**config.mk**
```make
export PLATFORM = sky130hd
export DESIGN_NAME = fetch_unit
export DESIGN_NICKNAME = d
export VERILOG_FILES = /design/src/rtl/fetch_pkg.sv /design/src/rtl/fetch_buf.sv /design/src/rtl/fetch_unit.sv
export SDC_FILE = /design/constraint.sdc
export NUM_CORES = 1
export LEC_CHECK = 0
export CORE_MARGIN = 4
export CORE_UTILIZATION = 47
export CTS_CLUSTER_SIZE = 16
export DETAILED_ROUTE_END_ITERATION = 6
export PLACE_DENSITY_LB_ADDON = 0.2
export SLEW_MARGIN = 30
export SYNTH_ARGS = -nofsm -noshare
export SYNTH_HDL_FRONTEND = slang
export SYNTH_SLANG_ARGS = --single-unit
```
**constraint.sdc**
```tcl
create_clock -name clk -period 8.5 [get_ports clk]
set_clock_uncertainty 0.2 [all_clocks]
set_input_delay 0.85 -clock clk [delete_from_list [all_inputs] [get_ports clk]]
set_output_delay 0.85 -clock clk [all_outputs]
set_load 0.02 [all_outputs]
```
**src/rtl/fetch_pkg.sv**
```systemverilog
// Shared types and constants for the instruction-fetch stage.
package fetch_pkg;

    localparam logic [31:0] NOP_INSTR = 32'h0000_0013;

    typedef struct packed {
        logic [31:0] pc;
        logic [31:0] instr;
        logic        fault;
    } fetch_entry_t;

    typedef enum logic {
        RUN  = 1'b0,
        HALT = 1'b1
    } fetch_state_t;

endpackage

```
**src/rtl/fetch_buf.sv**
```systemverilog
// Two-entry FIFO of fetched instructions with flush.
// The head is taken straight from the storage registers.
module fetch_buf
    import fetch_pkg::*;
(
    input  logic         clk,
    input  logic         rst_n,
    input  logic         push,
    input  logic         pop,
    input  logic         flush,
    input  fetch_entry_t in_entry,
    output fetch_entry_t head,
    output logic [1:0]   count
);

    localparam fetch_entry_t EMPTY_ENTRY = '{pc: 32'h0, instr: NOP_INSTR, fault: 1'b0};

    fetch_entry_t entries [2];
    logic         rd_ptr;
    logic         wr_ptr;
    logic         pop_ok;
    logic         push_ok;

    // Guards keep the pointers and count consistent even if a caller misbehaves.
    assign pop_ok  = pop && (count != 2'd0);
    assign push_ok = push && ((count != 2'd2) || pop_ok);

    always_ff @(posedge clk) begin
        if (!rst_n) begin
            entries[0] <= EMPTY_ENTRY;
            entries[1] <= EMPTY_ENTRY;
            rd_ptr     <= 1'b0;
            wr_ptr     <= 1'b0;
            count      <= 2'd0;
        end else if (flush) begin
            rd_ptr <= 1'b0;
            wr_ptr <= 1'b0;
            count  <= 2'd0;
        end else begin
            if (push_ok) begin
                entries[wr_ptr] <= in_entry;
                wr_ptr          <= ~wr_ptr;
            end
            if (pop_ok) begin
                rd_ptr <= ~rd_ptr;
            end
            case ({push_ok, pop_ok})
                2'b10:   count <= count + 2'd1;
                2'b01:   count <= count - 2'd1;
                default: count <= count;
            endcase
        end
    end

    assign head = entries[rd_ptr];

endmodule

```
**src/rtl/fetch_unit.sv**
```systemverilog
// RV32I instruction-fetch stage: PC, fault check, and a 2-entry buffer toward decode.
// A faulting fetch enqueues a NOP marked as a fault and halts until redirected.
module fetch_unit
    import fetch_pkg::*;
#(
    parameter logic [31:0] RESET_PC   = 32'h0000_0000,
    parameter int          IMEM_WORDS = 32
) (
    input  logic        clk,
    input  logic        rst_n,
    output logic [31:0] iaddr,
    input  logic [31:0] idata,
    input  logic        redirect_valid,
    input  logic [31:0] redirect_pc,
    output logic        out_valid,
    input  logic        out_ready,
    output logic [31:0] out_instr,
    output logic [31:0] out_pc,
    output logic [31:0] out_pc4,
    output logic        out_fault
);

    localparam logic [29:0] IMEM_LIMIT = 30'(IMEM_WORDS);

    fetch_state_t state_q;
    fetch_state_t state_d;
    logic [31:0]  pc_q;
    logic         fault;
    logic         push;
    logic         pop;
    logic [1:0]   count;
    fetch_entry_t in_entry;
    fetch_entry_t head;

    assign iaddr = pc_q;
    assign fault = (pc_q[1:0] != 2'b00) || (pc_q[31:2] >= IMEM_LIMIT);
    assign pop   = out_valid && out_ready;

    always_ff @(posedge clk) begin
        if (!rst_n) begin
            state_q <= RUN;
        end else begin
            state_q <= state_d;
        end
    end

    always_comb begin
        state_d = state_q;
        if (redirect_valid) begin
            state_d = RUN;
        end else if (push && fault) begin
            state_d = HALT;
        end
    end

    // Push whenever running and there is room, counting a slot freed by a same-cycle pop.
    always_comb begin
        push           = (state_q == RUN) && !redirect_valid && ((count < 2'd2) || pop);
        in_entry.pc    = pc_q;
        in_entry.instr = fault ? NOP_INSTR : idata;
        in_entry.fault = fault;
    end

    always_ff @(posedge clk) begin
        if (!rst_n) begin
            pc_q <= RESET_PC;
        end else if (redirect_valid) begin
            pc_q <= redirect_pc;
        end else if (push && !fault) begin
            pc_q <= pc_q + 32'd4;
        end
    end

    fetch_buf u_buf (
        .clk      (clk),
        .rst_n    (rst_n),
        .push     (push),
        .pop      (pop),
        .flush    (redirect_valid),
        .in_entry (in_entry),
        .head     (head),
        .count    (count)
    );

    assign out_valid = (count != 2'd0);
    assign out_instr = head.instr;
    assign out_pc    = head.pc;
    assign out_pc4   = head.pc + 32'd4;
    assign out_fault = head.fault;

endmodule

```
==> summary.txt, run 1 <==
Drt
  • Detail Route Antenna Nets: 0
  • DR WL/cell: 18.8 um
  • Initial DRT Pass Iterations: 4
  • WL final: 19.8 mm
  • DR vias/cell: between 5 and 6
  • Drt drc: 0
  • Via Count: roughly 5.6k
  • DR iter-0 viols: a little under 300

Job
  • MaxCap Viol Count: 0

CTS
  • CTS tree: yes
  • Clk slew on worst S/H paths: 70 ps
  • Post-CTS Repair Setup Buffers: 0
  • Clock Latency Late Sink: 430 ps
  • PostCTS Resize Cnt: 0
  • CTS Sinks: between 150 and 200
  • Total CTS buffers: 17
  • Hold-fix buffers, CTS: 0
  • H-Tree Depth: 4
  • Max clock buf depth: 2
  • CTS Root Cell: clkbuf_16

Synthesis
  • Post-synth top area share: around 48%
  • Synthesized area per cell: between 10 and 15 um2
  • Yosys warns: 0
  • Synthesized flop and latch total: about 170
  • Post-Synthesis Cells: 667
  • Ys flop type: edfxtp_1
  • Synth Net Count: ~740
  • Area leader, netlist: edfxtp_1
  • Register area share after synthesis: 56.8%
  • Cell Area, Synth: 8220 um2
  • Top cells by count, synth: edfxtp_1, and2_1, and3_1, mux2_2, nor2_1
  • Count leader, synth: edfxtp_1
  • EDFF count, synth: 130
  • Netlist cell types: 50
  • Post-synth ARST share: 0%
  • Dominant cells by area after synthesis: edfxtp_1, dfxtp_1, mux2_2

STA
  • Final setup viols: 0
  • Final-report hold violation count: 0
  • Slew Viols, Final: 0
  • Period utilisation layout: approximately 63%
  • Setup TNS Final: 0 ps
  • Max_slew headroom: approximately 37%
  • RSZ-0062 raised after global routing: false
  • Fmax: 0.186 GHz
  • Min cycle time layout: between 5000 and 6000 ps
  • Worst slew pin tran: between 900 and 1000 ps

Power
  • Leakage power: around 0.0042 uW
  • Sw Pwr: ~520 uW
  • Sw frac: ~25%
  • Clock power share: 37.4%
  • Logic pwr share: 15.3%
  • VDD IR max: roughly 0.14 mV
  • Pint: around 1500 uW
  • Sequential power share: a little under half
  • Pwr Density: about 190 nW/um2

Global route
  • Grt total ovfl: 0
  • Global-route wire length before repair: roughly 31 mm
  • Vias in the first global route: approximately 5.8k
  • Total track usage: between 20 and 25%
  • Antenna violations before repair: 0
  • Largest net degree at the start of global routing: 67

Place
  • Gpl congestion: approximately 0.8
  • Detail Placement HPWL: roughly 13 mm
  • Port Buffers: 197
  • Placed Area: between 10000 and 15000 um2

Finish
  • Nets: 888
  • Final instance area: approximately 11000 um2
  • Share of cells above drive strength 1: between 10% and 20%
  • Area of the multi-input gates: approximately 3100 um2
  • FF/Latch Area: around 4700 um2
  • # diodes: 0
  • Layout area overhead: 30.4%
  • Filler instances: between 1k and 1.5k

Run status
  • Status: complete, no violations

Floorplan
  • Starting Density: around 48%
  • Die width: around 140 um
  • Die area: 19700 um2
  • Core area: 17200 um2
  • Core Rows: between 40 and 50
  • DIE HEIGHT: 140 um
  • Io pins: approximately 200

Setup path
  • Crit start category: flip-flop
  • CP max FO: 66
  • Flop2flop setup slack: around 5900 ps
  • CP arrival: 4330 ps
  • WP data required: between 7000 and 8000 ps
  • CP Class: reg -> out
  • CP Capture Type: primary output

Hold path
  • Hold Crit Class: reg -> reg
## metal layers
metal | vias up | GRT usage (%) | share of wire [%]
li1 | 2668 | - | -
met1 | 2725 | 24.0 | 41
met2 | 156 | 35.6 | 52
met3 | 27 | 4.68 | 4.6
met4 | 0 | 6.43 | 1.9
met5 | - | 0 | 0
## power groups by stage
stage	logic, uW	clock network (uW)	registers (uW)
CTS	313	765	960
detailed placement	311	0	977
global route	328	803	965
global placement	307	0	974
floorplan	173	0	970
finish	309	757	960
## cells by family after synthesis
group	after synthesis	share of synthesized area, %
compound gates	36	3.43
xor+xnor	31	3.30
fa+ha+maj	3	0.457
buf+inv	89	5.97
flops	168	56.8
mux	90	11.7
simple gates	250	18.3
## worst max-delay path, stage by stage, from the launching register on
cell and delay [ps]:
dfxtp_4 490, buf_4 710, mux2i_1 210, inv_1 120, ha_1 260, nand4_1 210, a21oi_4 320, nand4_4 260
nor4_1 480, xnor2_1 170, clkdlybuf4s50_1 620
## cells in the final DEF, fill, tap and decap left out, drive strengths merged, types with 3 or more instances in the layout
cell type	count
a31oi	4
nand4b	3
o21ai	10
clkinv	6
buf	5
xor2	11
nor2	40
edfxtp	130
clkbuf	17
ha	3
inv	24
clkdlybuf4s50	196
dfxtp	38
nor4	12
a21oi	9
nor3	12
nand3b	4
nand3	7
mux2	51
mux2i	39
and2	62
nand4	8
xnor2	20
a32oi	3
nand2b	10
nand2	21
and3	62
## through the flow
step | utilization (%) | power, uW | hold WS (ps) | worst slack, ps | std cells
after floorplan | - | 1140 | 272 | 1880 | 667
after global placement | 58.6 | 1280 | 291 | 3670 | 1022
after detailed placement | 58.6 | 1290 | 310 | 3540 | 1022
after CTS | 62.0 | 2040 | 336 | 3070 | 1054
after global routing | 62.1 | 2100 | 359 | 2890 | 1055
final | 62.1 | 2030 | 332 | 3120 | 1055
## worst paths after layout
| check | start | to | cells after the start |
|---|---|---|---|
| worst max-delay path | flip-flop | out_pc4[28] | 10 |
| worst min-delay path | u_buf.rd_ptr | u_buf.rd_ptr | 2 |
| worst max register to register | iaddr[19] | u_buf.entries[0][1] | 6 |
| worst min register to register | u_buf.rd_ptr | u_buf.rd_ptr | 2 |
## final cells by class
class,instances,share of cell area (%)
Clock buffer,17,3.97
Clock inverter,15,1.40
Inverter,19,0.666
Multi-Input combinational cell,410,28.9
Sequential cell,168,43.6
Tap cell,225,2.63
Timing Repair Buffer,201,18.8
## sequential cells by signal, summed over array words and instances, names as in the netlist, named ones only
register       cells
u_buf.entries    130
state_q            1
u_buf.rd_ptr       1
u_buf.count        2
iaddr             32
u_buf.wr_ptr       1
No activity file was read; power rests on OpenSTA's default activity.
==> run 2, diff against run 1 <==
CORE_UTILIZATION = 45   (was 47)
clock period = 4.5 ns   (was 8.5 ns; I/O delays follow)
==> summary.txt, run 2 (synthesized netlist as in run 1, its figures left out) <==
Run status
  • Status: complete, no violations

Job
  • MaxCap Viol Count: 0

Drt
  • DR WL/cell: 18.7 um
  • DR vias/cell: approximately 5.3
  • Initial DRT Pass Iterations: 5
  • Drt drc: 0
  • WL final: slightly below 20 mm
  • Detail Route Antenna Nets: 0
  • Via Count: roughly 5.6k
  • DR iter-0 viols: between 200 and 300

STA
  • Final-report hold violation count: 0
  • Worst slew pin tran: between 900 and 1000 ps
  • Hold_ws: ~310 ps
  • Max_slew headroom: 37.5%
  • Slew Viols, Final: 0
  • Fmax: ~0.24 GHz
  • Period utilisation layout: roughly 91%
  • Min cycle time layout: 4100 ps
  • Final setup viols: 0
  • RSZ-0062 raised after global routing: false
  • Setup TNS Final: 0 ps

Finish
  • Commonest non-fill, non-tap cell in the layout: clkdlybuf4s50_1
  • Most frequent cells in the layout: clkdlybuf4s50_1, edfxtp_1, and2_1
  • Nets: approximately 890
  • Layout area overhead: 30.7%
  • Filler instances: roughly 1.4k
  • FF/Latch Area: approximately 4700 um2
  • Share of cells above drive strength 1: between 10% and 20%
  • # diodes: 0
  • Area of the multi-input gates: roughly 3100 um2
  • Top reg by flops: u_buf.entries
  • Max FFs per register: 130

CTS
  • H-Tree Depth: 4
  • CTS Sinks: around 170
  • CTS tree: yes
  • Max clock buf depth: 2
  • Clock Latency Late Sink: 420 ps
  • Clk slew on worst S/H paths: around 60 ps
  • PostCTS Resize Cnt: 0
  • CTS Root Cell: clkbuf_16
  • Hold-fix buffers, CTS: 0
  • Total CTS buffers: 17
  • Post-CTS Repair Setup Buffers: 0

Floorplan
  • Die width: between 100 and 150 um
  • Io pins: 198
  • Core area: 18000 um2
  • Core Rows: 49
  • Die area: a little over 20000 um2
  • DIE HEIGHT: 143 um
  • Starting Density: between 40% and 50%

Global route
  • Met3 GRT Util: approximately 3.7%
  • Antenna violations before repair: 0
  • Total track usage: 19.2%
  • Largest net degree at the start of global routing: 66
  • Grt met1 use: ~25%
  • Grt total ovfl: 0
  • Global-route wire length before repair: a little over 30 mm
  • Vias in the first global route: roughly 5.6k
  • Met2 Track Usage GR: between 30% and 40%
  • Grt peak-use layer: met2

Setup path
  • CP Class: reg -> out
  • CP max FO: 24
  • CP arrival: 3450 ps
  • CP Capture Type: primary output
  • Crit start category: flip-flop
  • WP data required: just under 4000 ps

Place
  • Port Buffers: between 150 and 200
  • Gpl congestion: around 0.86
  • Detail Placement HPWL: between 10 and 15 mm

Power
  • VDD IR max: 0.263 mV
  • Pwr Density: between 300 and 400 nW/um2
  • Leakage power: 0.00423 uW

Hold path
  • Hold Crit Class: reg -> reg
[run 2: cell count changes in the layout (fill, tap and decap cells not counted), moves of 2 or more]
| cell | previous run | this run |
|---|---|---|
| buf_4 | 3 | 7 |
| clkinv_2 | 3 | 0 |
| clkinv_4 | 1 | 3 |
| clkinvlp_4 | 2 | 4 |
| inv_6 | 5 | 3 |
[run 2: where the power goes]
part | leakage, uW | switching [uW] | total [uW] | internal (uW)
combinational | 0.00230 | 309 | 587 | 279
sequential | 0.00167 | 57.7 | 1820 | 1760
clock | 0.000256 | 592 | 1350 | 762
total | 0.00423 | 958 | 3760 | 2800
[run 2: worst max-delay path, cell delays in order (launching register included)]
cell	delay, ps
dfxtp_4	560
mux2i_1	150
inv_1	90
ha_1	260
nand4_1	210
a21oi_4	280
nand4_4	260
a2111oi_2	420
xnor2_1	170
clkdlybuf4s50_1	630
[run 2: area by class of cell]
| type | instances | area share, % |
|---|---|---|
| flip-flops and latches | 168 | 43.5 |
| clock inverters | 14 | 1.15 |
| multi-input cells | 410 | 28.8 |
| repair buffers | 206 | 19.2 |
| well taps | 229 | 2.67 |
| inverters | 19 | 0.664 |
| clock buffers | 18 | 4.00 |
[run 2: routing by layer]
layer  wire [um]  vias to the layer above
met5           0                        -
met1        8590                     2729
met4         364                        0
met3        1050                       25
li1            -                     2675
met2        9880                      168
[run 2: final timing paths]
path	slack (ps)	start	endpoint	cells after the start
worst max-delay path	400	flip-flop	out_pc4[26]	9
worst max register to register	1700	iaddr[19]	u_buf.entries[0][2]	6
worst min-delay path	310	u_buf.rd_ptr	flip-flop	2
worst min register to register	310	u_buf.rd_ptr	flip-flop	2
[run 2: through the flow]
step / cell area, um2 / power (uW) / util (%) / instances / worst slack (ps)
finish: 10700 / 3760 / 59.8 / 1064 / 397
global route: 10700 / 3900 / 59.8 / 1064 / 120
CTS: 10700 / 3790 / 59.7 / 1063 / 104
detailed placement: 10200 / 2440 / 56.6 / 1031 / 563
global placement: 10100 / 2420 / 56.4 / 1030 / 652
floorplan: 8220 / 2160 / - / 667 / 35.6
==> run 3, diff against run 2 <==
--- a/config.mk
+++ b/config.mk
@@ -9,2 +9,3 @@
 export CORE_UTILIZATION = 45
+export CTS_CLUSTER_DIAMETER = 80
 export CTS_CLUSTER_SIZE = 16
==> constraint.sdc (replaced) <==
create_clock -name clk -period 4.5 [get_ports clk]
set_clock_uncertainty 0.2 [all_clocks]
set_input_delay 0.9 -clock clk [delete_from_list [all_inputs] [get_ports clk]]
set_output_delay 0.9 -clock clk [all_outputs]
set_load 0.005 [all_outputs]
==> summary.txt, run 3 (synthesized netlist as in run 1, its figures left out) <==
Drt
  • Initial DRT Pass Iterations: 4
  • Drt drc: 0
  • DR iter-0 viols: 309
  • DR vias/cell: ~5.2
  • WL final: roughly 20 mm
  • DR WL/cell: ~18 um
  • Detail Route Antenna Nets: 0
  • Via Count: between 5k and 6k

CTS
  • Max clock buf depth: 2
  • Hold-fix buffers, CTS: 0
  • Clk slew on worst S/H paths: around 70 ps
  • H-Tree Depth: 4
  • Clock Latency Late Sink: roughly 420 ps
  • CTS tree: yes
  • CTS Root Cell: clkbuf_16
  • Total CTS buffers: 17
  • CTS Sinks: around 170

Finish
  • Filler instances: ~1.4k
  • Share of cells above drive strength 1: approximately 14%
  • Final instance area: approximately 11000 um2
  • Layout area overhead: 31.9%
  • Most frequent cells in the layout: clkdlybuf4s50_1, edfxtp_1, and2_1
  • Max FFs per register: 130
  • Nets: 896
  • Top reg by flops: u_buf.entries
  • Commonest non-fill, non-tap cell in the layout: clkdlybuf4s50_1
  • # diodes: 0

Global route
  • Total track usage: 19.4%
  • Grt peak-use layer: met2
  • Largest net degree at the start of global routing: between 60 and 70
  • Met2 Track Usage GR: around a third
  • Global-route wire length before repair: roughly 31 mm
  • Antenna violations before repair: 0
  • Met3 GRT Util: roughly 3.4%
  • Grt total ovfl: 0
  • Grt met1 use: between 20% and 30%
  • Vias in the first global route: approximately 5.7k

Setup path
  • CP bufs+invs: 2
  • CP Capture Type: primary output
  • Flop2flop setup slack: between 1500 and 2000 ps
  • Crit start category: flip-flop
  • Largest stage delay on the critical path: approximately 520 ps
  • WP data required: 3400 ps
  • Slowest-stage cell, CP: clkdlybuf4s50_1
  • CP Class: reg -> out
  • Reg2reg path depth: 6
  • CP delay by family, top: simple AND/OR/NAND/NOR gates
  • R2r startpoint: iaddr[19]
  • CP Depth: 9
  • CP arrival: 3210 ps
  • Crit path capture: out_pc4[28]
  • CP max FO: 11
  • Critical-path cell list: mux2i_1, inv_1, ha_1, nand4_1, a21oi_4, nand4_4, nor4_1, xnor2_1, clkdlybuf4s50_1
  • Reg2reg end: u_buf.entries[1][2]

Power
  • VDD IR max: roughly 0.27 mV
  • Leakage power: approximately 0.0043 uW
  • Pwr Density: around 350 nW/um2

STA
  • Worst slew pin tran: approximately 900 ps
  • Period utilisation layout: 95.9%
  • RSZ-0062 raised after global routing: false
  • Slew Viols, Final: 0
  • Setup TNS Final: 0 ps
  • Hold_ws: between 300 and 400 ps
  • Fmax: 0.232 GHz
  • Min cycle time layout: between 4000 and 5000 ps
  • Final setup viols: 0
  • Final-report hold violation count: 0
  • Max_slew headroom: ~41%

Place
  • Gpl congestion: 0.840
  • Detail Placement HPWL: about 14 mm
  • Port Buffers: 197
  • Placed Area: 10200 um2

Floorplan
  • DIE HEIGHT: ~140 um
  • Core Rows: between 40 and 50
  • Starting Density: 45.7%
  • Die area: just over 20000 um2
  • Io pins: between 150 and 200
  • Die width: between 100 and 150 um
  • Core area: 18000 um2

Hold path
  • Hold Crit Class: reg -> reg
  • Min-delay src: u_buf.rd_ptr

Job
  • MaxCap Viol Count: 0

Run status
  • Status: complete, no violations
==> run 3: cell types whose count changed in the layout (fill, tap and decap cells not counted), sizes merged <==
cell / delta
clkinvlp: -4
inv: +4
buf: +3
bufinv: +2
clkbuf: -1
clkinv: -1
==> run 3: power by group <==
part	switching, uW	internal [uW]
registers	56.8	1760
logic	209	280
clock network	615	887
==> run 3: final cells by class <==
cell class                      instances  area [um2]  share of cell area, %
Sequential cell                       168        4670                   43.1
Multi-Input combinational cell        410        3110                   28.7
Timing Repair Buffer                  209        2090                   19.3
Clock buffer                           17         425                   3.92
Tap cell                              229         287                   2.64
Clock inverter                         15         188                   1.73
Inverter                               19        71.3                  0.658
==> run 3: worst min-delay path by stage <==
stage | end | slack (ps) | depth (start not counted)
2_1_floorplan | flip-flop | 270 | 2
3_3_place_gp | u_buf.rd_ptr | 290 | 2
3_5_place_dp | u_buf.rd_ptr | 300 | 2
4_1_cts | u_buf.rd_ptr | 320 | 2
5_1_grt | u_buf.rd_ptr | 350 | 2
6_report | u_buf.rd_ptr | 320 | 2
==> run 3: worst reg2reg max path, stage by stage (launching register included) <==
cell      delay, ps
dfxtp_1         380
nor4_1          470
nand3_1         330
nor2_2          150
buf_4           440
and2_1          290
nand2b_1         70
==> run 3: what timing repair did <==
item,CTS,global route
gates resized for setup,0,2
setup endpoints to repair,0,4
setup buffers,0,3
==> run 3: metrics by stage <==
stage               instances  setup WS (ps)  total power (uW)  utilization [%]
CTS                      1064            104              3840             60.1
global route             1067           11.4              3950             60.3
detailed placement       1032            565              2340             56.7
global placement         1032            634              2330             56.7
floorplan                 667            438              2050                -
finish                   1067            186              3800             60.3
==> run 3: layer usage <==
metal  part of all wire, %  up-vias
met5                     0        -
li1                      -     2686
met1                    44     2732
met2                    50      158
met4                   1.5        0
met3                   4.9       19
==> RTL edit 1 (settings of run 2) <==
`IMEM_WORDS`: 32 -> 16.
--- a/src/rtl/fetch_unit.sv
+++ b/src/rtl/fetch_unit.sv
@@ -4,7 +4,7 @@
     import fetch_pkg::*;
 #(
     parameter logic [31:0] RESET_PC   = 32'h0000_0000,
-    parameter int          IMEM_WORDS = 32
+    parameter int          IMEM_WORDS = 16
 ) (
     input  logic        clk,
     input  logic        rst_n,
Behaviour: not the same (Yosys sat finds a counterexample within 4 cycles, from zero or initial values and one cycle with rst_n low).
==> RTL edit 1 against run 2 <==
  * Count of clock-buffer cells in the layout up 1
  * Sequential cell count unchanged
  * Sequential share of layout area up 0.16 points
  * First-iteration DRC count up 21%
  * Wire length down 1.4%
  * Worst setup slack better by 26 ps
  * Area after synthesis down 0.30%
  * Power down 0.31%
  * Cell area down 0.37%
  * Via count down 1.7%
  * Register-to-register slack better by 60 ps
  * Critical path type unchanged
  * Critical endpoint is now out_pc4[29]
  * Largest power group unchanged
  * Highest routed layer unchanged
==> RTL edit 1: results (changes against run 2) <==
synth_area_leaders: "edfxtp_1 (48%), and2_1 (9.3%), dfxtp_1 (9.3%), mux2_2 (7.0%), mux2i_1 (3.4%)"
ys_seq_area_share_pct: 56.9  # +0.17 points
min_from: "state_q$_SDFFE_PP0P_"
place_worst_setup_slack_ps: 831  # +269 ps
wl_met1_um: 8510  # -0.99%
hold_slack_ps: 312  # -2.10 ps
gp_congestion: 0.837  # -2.7%
synth-xor-area-share_pct: 3.31  # +0.010 points
r2r_setup_slack_ps: 1760  # +60 ps
r2r-start: "u_buf.count[1]$_SDFFE_PP0P_"
synth_compound_area_share_pct: 3.59  # +0.16 points
tightest_slew_ps: 909  # -28.3 ps
grt_util_all_layers_pct: 19.4  # +0.12 points
synth_common_cells: "edfxtp_1 (130), and2_1 (122), mux2_2 (51)"
grt_pass1_wl_um: 30500  # +0.50%
drtIter0Drc: 351  # +21%
reg2regPathDepth: 5  # -1
grtUsageMet1_pct: 25.5  # +0.21 points
synthMuxAreaShare_pct: 10.6  # -1.1 points
leakage_nw: 4.00  # -5.5%
grt_use_met3_pct: 4.22  # +0.57 points
drive_gt1_share_pct: 13.7  # +0.33 points
vdd_drop_max_mv: 0.286  # +8.8%
crit_fanout: 48  # +100%
worstPathArrival_ps: 3430  # -20 ps
finalCritPeriodShare_pct: 90.6  # -0.59 points
use_met2_pct: 31.5  # -0.52 points
crit_end: "out_pc4[29]"
routed-wl-met3_um: 1160  # +10%
r2r-end: "u_buf.entries[1][26]$_SDFFCE_PN0P_"
hpwl_um: 14200  # +1.4%
met2_wirelength_um: 9530  # -3.6%
wirelength_um: 19600  # -1.4%
syn_nets: 734  # -0.54%
status: "completed"
-- RTL edit 1: changes by cell type in the layout (fill, tap and decap cells not counted), sizes merged, moves of 6 or more --
cell    change
nand3      +10
a22o       +10
and3       -61
nor2       -18
nand2b      -9
nand2       +7
nor2b      +18
or3         +6
and2       +60
mux2i      -10
nor3        -7
-- RTL edit 1: critical path, cell delays in order (launching register included) --
cell and delay, ps:
dfxtp_4 740, buf_4 430, nand4_1 200, a22oi_2 170, buf_4 190, nand3_1 200
nor4_2 280, xnor2_1 160, clkdlybuf4s50_1 620
-- RTL edit 1: where the power goes --
| part | total (W) | switching, W | internal (W) | leakage (nW) |
|---|---|---|---|---|
| Combinational | 0.000546 | 0.000279 | 0.000267 | 2.04 |
| Clock | 0.00139 | 0.000621 | 0.000768 | 0.288 |
| Sequential | 0.00181 | 0.0000580 | 0.00175 | 1.67 |
| Total | 0.00375 | 0.000958 | 0.00279 | 4.00 |
-- RTL edit 1: stage by stage --
step                area (µm²)  instances
global route             10700       1066
floorplan                 8200        662
detailed placement       10100       1034
global placement         10100       1034
CTS                      10700       1066
finish                   10700       1066
-- RTL edit 1: how the worst min path moves through the flow --
stage / cells after the start / endpoint
after detailed placement: 2 / state_q$_SDFFE_PP0P_
after global routing: 2 / state_q$_SDFFE_PP0P_
after CTS: 2 / state_q$_SDFFE_PP0P_
final: 2 / state_q$_SDFFE_PP0P_
after floorplan: 2 / state_q$_SDFFE_PP0P_
after global placement: 2 / state_q$_SDFFE_PP0P_
-- RTL edit 1: final cells by class --
class | instances | area (µm²)
Fill cell | 1419 | 7260
Sequential cell | 168 | 4670
Multi-Input combinational cell | 411 | 3050
Timing Repair Buffer | 207 | 2060
Clock buffer | 19 | 464
Tap cell | 229 | 287
Clock inverter | 13 | 105
Inverter | 19 | 71.3
==> RTL edit 2 (settings of run 2) <==
Made on the original files. Reset style: asynchronous (`rst_n`), changed in 3 clocked blocks.
--- a/src/rtl/fetch_buf.sv
+++ b/src/rtl/fetch_buf.sv
@@ -25,7 +25,7 @@
     assign pop_ok  = pop && (count != 2'd0);
     assign push_ok = push && ((count != 2'd2) || pop_ok);
 
-    always_ff @(posedge clk) begin
+    always_ff @(posedge clk or negedge rst_n) begin
         if (!rst_n) begin
             entries[0] <= EMPTY_ENTRY;
             entries[1] <= EMPTY_ENTRY;
--- a/src/rtl/fetch_unit.sv
+++ b/src/rtl/fetch_unit.sv
@@ -36,7 +36,7 @@
     assign fault = (pc_q[1:0] != 2'b00) || (pc_q[31:2] >= IMEM_LIMIT);
     assign pop   = out_valid && out_ready;
 
-    always_ff @(posedge clk) begin
+    always_ff @(posedge clk or negedge rst_n) begin
         if (!rst_n) begin
             state_q <= RUN;
         end else begin
@@ -61,7 +61,7 @@
         in_entry.fault = fault;
     end
 
-    always_ff @(posedge clk) begin
+    always_ff @(posedge clk or negedge rst_n) begin
         if (!rst_n) begin
             pc_q <= RESET_PC;
         end else if (redirect_valid) begin
Behaviour: differs if rst_n is asserted again (counterexample within 4 cycles, from zero or initial values and one cycle with rst_n low); with rst_n held inactive, the same outputs for 4 cycles.
==> RTL edit 2 against run 2 <==
  * Cell area fell by 0.38%
  * Wire length down 0.23%
  * Area after synthesis fell by 1.0%
  * Sequential cell count fell by 1
  * Critical endpoint is now out_pc4[31]
  * Sequential share of layout area decreased by 4.3 points
  * Cell count grew 7.3%
  * Non-clock buffer count increased by 2
  * Worst setup slack worse by 9.6 ps
  * Global-route usage is 0.77 points higher
  * Die area shrank 0.96%
Power is not compared: it rests on default switching activity, and its combinational part moved more than twofold at a synthesized area within 25%.
==> RTL edit 2: results (changes against run 2) <==
status: "completed"
synthArstFlopShare_pct: 100  # +100 points
tightest_slew_ps: 725  # -212 ps
drive_gt1_share_pct: 21.2  # +7.7 points
ys_types: 42  # -16%
cts_root_buf: "clkbuf_16"
diodes: 0  # unchanged
drtIter0Drc: 305  # +5.2%
grt_pass1_wl_um: 31900  # +5.3%
routed_via_density: 5.15  # -2.2%
gp_congestion: 0.787  # -8.5%
drtPass1Iterations: 4  # -1
ys.flop_type: "dfrtp_1"
leakage_nw: 4.46
worstPathArrival_ps: 3460  # about the same
port_buffers: 197  # unchanged
synth_common_cells: "dfrtp_1 (161), mux2_2 (138), nand2_1 (132)"
cts_buffers: 17  # unchanged
yosys_warnings: 0  # unchanged
hpwl_um: 13800  # -0.98%
wl_met1_um: 8810  # +2.5%
antenna_found_initial: 0  # unchanged
syn_nets: 823  # +12%
crit_fanout: 38  # +58%
wirelength_um: 19800  # -0.23%
synth_area_leaders: "dfrtp_1 (50%), mux2_2 (19%), nand2_1 (6.1%), o21ai_0 (4.5%), buf_4 (3.2%)"
met2_wirelength_um: 9450  # -4.4%
grt_pass1_vias: 5937  # +5.9%
grt_max_degree: 79  # +20%
routed.top_layer: "met4"
ys_seq_area_share_pct: 51.5  # -5.3 points
fin_nets: 975  # +9.2%
routed-wl-met3_um: 1340  # +28%
htree_levels: 4  # unchanged
largest_register_ffs: 130  # unchanged
grt_util_all_layers_pct: 20.0  # +0.77 points
clk_pin_slew_ps: 60  # about the same
==> RTL edit 2: changes by cell type after synthesis, moves of 6 or more <==
cell      change
dfxtp_1      -38
o21ai_0      +63
edfxtp_1    -130
mux2i_1      -26
and2_1       -60
nand2b_1      -6
and3_1       -57
nor2_1       -20
mux2_2       +87
dfrtp_1     +161
nand2_1     +112
dfstp_2       +6
==> RTL edit 2: worst max-delay path, stage by stage (launching register included) <==
cell,delay (ps)
dfrtp_4,670
mux2_2,350
a21boi_0,360
nand3_1,370
nor4_1,500
xor2_1,170
clkdlybuf4s50_1,610
==> RTL edit 2: cell type report <==
cell class | count | area, µm²
clock buffers | 19 | 443
flip-flops and latches | 167 | 4190
clock inverters | 13 | 171
repair buffers | 208 | 2070
multi-input cells | 495 | 3490
inverters | 15 | 56.3
well taps | 225 | 282
fillers | 1441 | 6780
==> RTL edit 2: through the flow <==
step / area (µm²) / util (%) / setup WS (ps) / instances / hold WS, ps
CTS: 10700 / 61.1 / 154 / 1140 / 280
global placement: 10100 / 57.5 / 666 / 1107 / 256
detailed placement: 10100 / 57.5 / 599 / 1107 / 267
global route: 10700 / 61.2 / 114 / 1142 / 298
finish: 10700 / 61.2 / 388 / 1142 / 273
floorplan: 8130 / - / 915 / 752 / -45.6
==> RTL edit 2: final timing paths <==
path	start	endpoint	slack (ps)	cells after the start
min in group asynchronous	rst_n	iaddr[28]$_DFFE_PN0P_	420	2
max	u_buf.rd_ptr$_DFFE_PN0P_	out_pc4[31]	390	6
min reg2reg	u_buf.entries[87]$_DFFE_PN0P_	u_buf.entries[87]$_DFFE_PN0P_	270	2
min	u_buf.entries[87]$_DFFE_PN0P_	u_buf.entries[87]$_DFFE_PN0P_	270	2
max reg2reg	u_buf.count[1]$_DFFE_PN0P_	u_buf.entries[82]$_DFFE_PN0P_	1770	6
max in group asynchronous	rst_n	u_buf.entries[40]$_DFFE_PN0P_	2820	3
==> RTL edit 2: logic make-up after synthesis <==
| kind of cell | share of synthesized area [%] |
|---|---|
| compound gates | 6.48 |
| fa+ha+maj | 0.462 |
| flops | 51.5 |
| xor+xnor | 3.34 |
| simple gates | 11.7 |
| mux | 20.7 |
| buf+inv | 5.88 |
==> RTL edit 2: metal layers <==
metal	vias to the layer above	track usage (%)
met4	0	4.60
met3	25	6.45
li1	2859	-
met1	2838	27.3
met5	-	0
met2	154	31.4
==> RTL edit 2: where the power goes <==
part           leakage, nW  switching [W]  total [W]  internal, W
Clock                0.294       0.000618    0.00151     0.000895
Combinational         2.07       0.000755    0.00153     0.000777
Sequential            2.10       0.000213    0.00196      0.00175
Total                 4.46        0.00159    0.00501      0.00342
==> RTL edit 2: what timing repair did <==
item	4_1_cts	5_1_grt
hold endpoints to repair	70	0
gates resized for setup	0	0
buffers inserted	0	2
hold buffers	1	0
endpoints found under the setup margin	0	4
